[src/rtl/alsu_cmd_sequencer.sv]
// ALSU command sequencer: FIFO-buffered command feeder with per-command repeat.
// Optional write-port command checking is enabled by defining ALSU_SEQ_CHECK_EN.
module alsu_cmd_sequencer #(
   parameter int FIFO_DEPTH = 4,
   parameter int REP_W      = 4
) (
   input  logic              clk,
   input  logic              rst,
   input  logic              cmd_valid,
   output logic              cmd_ready,
   input  logic [REP_W+15:0] cmd_data,
   output logic [2:0]        opcode,
   output logic [2:0]        A,
   output logic [2:0]        B,
   output logic              cin,
   output logic              serial_in,
   output logic              direction,
   output logic              red_op_A,
   output logic              red_op_B,
   output logic              bypass_A,
   output logic              bypass_B,
   output logic              issue,
   output logic              busy,
   output logic              err
);

   localparam int PW = $clog2(FIFO_DEPTH);
   localparam int CW = REP_W + 16;

   typedef enum logic {
      S_IDLE,
      S_ISSUE
   } state_t;

   state_t           r_state;
   state_t           w_state_nxt;
   logic [CW-1:0]    r_mem [FIFO_DEPTH];
   logic [PW:0]      r_wptr;
   logic [PW:0]      r_rptr;
   logic [15:0]      r_cmd;
   logic [REP_W-1:0] r_rep_cnt;
   logic [CW-1:0]    w_head;
   logic             w_empty;
   logic             w_full;
   logic             w_acc;
   logic             w_reject;
   logic             w_wr;
   logic             w_pop;
   logic             w_dec;
   logic             w_clear;

   // Extra wrap bit distinguishes full from empty when the low bits match
   assign w_empty   = (r_wptr == r_rptr);
   assign w_full    = (r_wptr[PW] != r_rptr[PW]) &&
                      (r_wptr[PW-1:0] == r_rptr[PW-1:0]);
   assign cmd_ready = !w_full;
   assign w_acc     = cmd_valid && !w_full;
   assign w_head    = r_mem[r_rptr[PW-1:0]];

`ifdef ALSU_SEQ_CHECK_EN
   logic r_err;

   assign w_reject = (cmd_data[15:14] == 2'b11) ||
                     ((cmd_data[3] | cmd_data[2]) &&
                      (cmd_data[15:13] > 3'd1));

   always_ff @(posedge clk or posedge rst) begin
      if (rst) r_err <= 1'b0;
      else     r_err <= w_acc && w_reject;
   end

   assign err = r_err;
`else
   assign w_reject = 1'b0;
   assign err      = 1'b0;
`endif

   assign w_wr = w_acc && !w_reject;

   always_ff @(posedge clk) begin
      if (w_wr) r_mem[r_wptr[PW-1:0]] <= cmd_data;
   end

   always_ff @(posedge clk or posedge rst) begin
      if (rst) begin
         r_wptr <= '0;
         r_rptr <= '0;
      end else begin
         if (w_wr)  r_wptr <= r_wptr + (PW+1)'(1);
         if (w_pop) r_rptr <= r_rptr + (PW+1)'(1);
      end
   end

   always_ff @(posedge clk or posedge rst) begin
      if (rst) r_state <= S_IDLE;
      else     r_state <= w_state_nxt;
   end

   always_comb begin
      w_state_nxt = r_state;
      w_pop       = 1'b0;
      w_dec       = 1'b0;
      w_clear     = 1'b0;
      unique case (r_state)
         S_IDLE: begin
            if (!w_empty) begin
               w_pop       = 1'b1;
               w_state_nxt = S_ISSUE;
            end
         end
         S_ISSUE: begin
            if (r_rep_cnt != '0) begin
               w_dec = 1'b1;
            end else if (!w_empty) begin
               w_pop = 1'b1;
            end else begin
               w_clear     = 1'b1;
               w_state_nxt = S_IDLE;
            end
         end
         default: w_state_nxt = S_IDLE;
      endcase
   end

   // Output fields are held registered; clearing them yields the NOP vector
   always_ff @(posedge clk or posedge rst) begin
      if (rst) begin
         r_cmd     <= '0;
         r_rep_cnt <= '0;
      end else if (w_pop) begin
         r_cmd     <= w_head[15:0];
         r_rep_cnt <= w_head[CW-1:16];
      end else if (w_dec) begin
         r_rep_cnt <= r_rep_cnt - REP_W'(1);
      end else if (w_clear) begin
         r_cmd     <= '0;
         r_rep_cnt <= '0;
      end
   end

   assign {opcode, A, B, cin, serial_in, direction,
           red_op_A, red_op_B, bypass_A, bypass_B} = r_cmd;

   assign issue = (r_state == S_ISSUE);
   assign busy  = !w_empty || issue;

endmodule

[config.mk]
export PLATFORM = sky130hd
export DESIGN_NAME = alsu_cmd_sequencer
export DESIGN_NICKNAME = d
export VERILOG_FILES = /design/src/rtl/alsu_cmd_sequencer.sv
export SDC_FILE = /design/constraint.sdc
export NUM_CORES = 1
export LEC_CHECK = 0
export BUFFER_PORTS_ARGS = -buffer_cell sky130_fd_sc_hd__buf_2
export CAP_MARGIN = 10
export CORE_MARGIN = 5
export CORE_UTILIZATION = 55
export DETAILED_ROUTE_END_ITERATION = 16
export HOLD_SLACK_MARGIN = 0.1
export PLACE_DENSITY = 0.73
export SYNTH_ARGS = -nofsm -noshare
export SYNTH_HDL_FRONTEND = slang
export SYNTH_SLANG_ARGS = --single-unit
[constraint.sdc]
create_clock -name clk -period 3.4 [get_ports clk]
set_input_delay 1.02 -clock clk [delete_from_list [all_inputs] [get_ports clk]]
set_output_delay 1.02 -clock clk [all_outputs]
set_load 0.1 [all_outputs]
==> flow_summary.json <==
{
  "hold_violations": 0,
  "hp-class": "register to register",
  "cts_hold_buffers": 0,
  "startpoint": "r_wptr[2]",
  "fin_setup_tns_ns": 0,
  "drive_above_1_share": 0.328,
  "route.detailed.drc": 0,
  "cts_tree": "built",
  "fmax_mhz": 353,
  "cts_max_level": 3,
  "diodes": 0,
  "syn_nets": 236,
  "crit_slowest_cell": "dfrtp_1",
  "wl_mm": 6.85,
  "die_width_um": 97.2,
  "yosys_warnings": 0,
  "rows": 31,
  "crit_path_end_kind": "primary output",
  "regToRegSetupSlack_ns": 1.11,
  "cts.sinks": 107,
  "numCtsBuffers": 9,
  "dp_hpwl_mm": 4.29,
  "crit_required_ns": 2.38,
  "ys_seq_area_frac": 0.737,
  "grt-ovfl-total": 0,
  "post_drt_wl_per_cell_um": 19.0,
  "clockBufferDepth": 2,
  "path_clk_slew_ns": 0.09,
  "async_flop_share": 0.252,
  "antenna_found_initial": 0,
  "path_class": "register to primary output",
  "dr.pass1.iters": 4,
  "setup_viol": 0,
  "worstHoldStart": "r_rep_cnt[0]",
  "vias_per_cell": 5.64,
  "crit_path_start_kind": "register",
  "cts_root_buf": "clkbuf_8",
  "cp_top_family": "flip-flops",
  "min_period_ns": 2.83,
  "ant_nets": 0,
  "synth_edf_count": 80,
  "first_global_vias": 2258,
  "vias": 2036,
  "nets": 286,
  "worst_clock_skew_ns": 0.00903,
  "synth-seq-cells": 107,
  "gp_congestion": 0.720,
  "yosysTopAreaCellShare": 0.575,
  "netlist_instances": 207,
  "drv_cap": 0,
  "start_util": 0.570,
  "synthTopCellsByArea": "edfxtp_1, dfrtp_1, mux4_2, a22o_1, mux4_1",
  "rsz0062_at_grt": "no",
  "drtIter0Drc": 121,
  "worst-path-buf-inv": 2,
  "clk_latency_ns": 0.35,
  "numPortBuffers": 41,
  "grt_max_degree": 28,
  "syn_area_um2": 4180,
  "outcome": "completed",
  "final_cell_area_um2": 4680,
  "synth_cell_types": 38,
  "maxSlewViolCount": 0,
  "areaGrowthSynthToFinish_pct": 11.9,
  "core-area_um2": 7330,
  "crit_chain": "xor2_1 -> nor4_4 -> inv_2 -> buf_2",
  "cp.arrival_ns": 1.81,
  "r2r_start": "r_rep_cnt[0]",
  "die_h_um": 97.2,
  "period_share": 0.832,
  "place_ws_ns": 0.930,
  "grt_pass1_wl_mm": 11.4,
  "setup_ws_ns": 0.570,
  "place_area_um2": 4510,
  "grtUsageTotal": 0.158,
  "crit_fanout": 5,
  "ys.flop_type": "edfxtp_1",
  "io_pins": 43,
  "fillCellCount": 512,
  "cts_resized": 0,
  "critPathMaxStageDelay_ns": 0.43,
  "synth.avg_cell_area_um2": 20.2,
  "yosys.area.top_type": "edfxtp_1",
  "cts_setup_buffers": 0,
  "die_area_um2": 9440
}
[Yosys cell counts (2+ instances only)]
cell / instances
a22o_1: 16
a22oi_1: 2
and2_1: 4
buf_2: 3
buf_4: 2
buf_6: 2
clkbuf_1: 2
dfrtp_1: 27
edfxtp_1: 80
ha_1: 6
inv_1: 6
mux4_1: 3
mux4_2: 17
nand2_1: 4
o21ai_0: 2
o21ai_1: 2
xnor2_1: 5
xor2_1: 4
[per-layer routing]
metal / global-route usage / vias to the layer above / wire (µm)
li1: - / 922 / -
met1: 0.202 / 1052 / 2900
met2: 0.268 / 51 / 3580
met3: 0.0223 / 11 / 225
met4: 0.0713 / 0 / 141
met5: 0 / - / 0
[flip-flops by register name (all words and copies together), names as in the netlist]
name       cells
issue          1
r_cmd         16
r_mem         80
r_rep_cnt      4
r_rptr         3
r_wptr         3
[cells by family (layout without fill, tap and decap cells)]
family / after synthesis / in the layout / share of synthesized area
AO/OA/AOI/OAI: 29 / 29 / 0.0581
XOR/XNOR: 10 / 10 / 0.0228
adder cells (fa/ha/maj): 6 / 6 / 0.0180
buffers and inverters: 17 / 72 / 0.0242
flip-flops: 107 / 107 / 0.737
multiplexers: 21 / 21 / 0.113
other: 1 / 1 / 0.000897
AND/OR/NAND/NOR: 16 / 16 / 0.0263
[final cells by class]
class,instances,area [µm²],share of cell area
Multi-Input combinational cell,83,1000,0.214
Timing Repair Buffer,49,280,0.0599
Inverter,7,26.3,0.00562
Sequential cell,107,3080,0.658
Clock buffer,9,124,0.0265
Clock inverter,7,45.0,0.00963
Tap cell,99,124,0.0265
[stage by stage]
step,std cells,utilization,hold slack (ns)
6_report,361,0.638,0.503
5_1_grt,361,0.638,0.522
4_1_cts,361,0.638,0.506
3_5_place_dp,345,0.615,0.488
3_3_place_gp,345,0.615,0.484
2_1_floorplan,207,-,0.465
[layout by cell type (no fill, tap or decap), types with 2 or more instances in the layout]
master    count
edfxtp_1     80
buf_2        40
dfrtp_1      27
mux4_2       17
a22o_1       16
clkbuf_8      9
buf_4         8
inv_1         6
ha_1          6
xnor2_1       5
nand2_1       4
xor2_1        4
and2_1        4
mux4_1        3
clkinv_1      3
clkinv_4      3
a22oi_1       2
o21ai_1       2
o21ai_0       2
[path summary, 6_finish.rpt]
path	cells after the start	to
setup / recovery	4	busy
hold / removal	1	r_rep_cnt[0]
setup reg to reg	6	r_rptr[1]
hold reg to reg	1	r_rep_cnt[0]
max in group asynchronous	3	r_cmd[0]
min in group asynchronous	3	r_cmd[4]
Power is not shown: default switching activity piles up to over one toggle a cycle in this logic, so the estimate is an artifact.
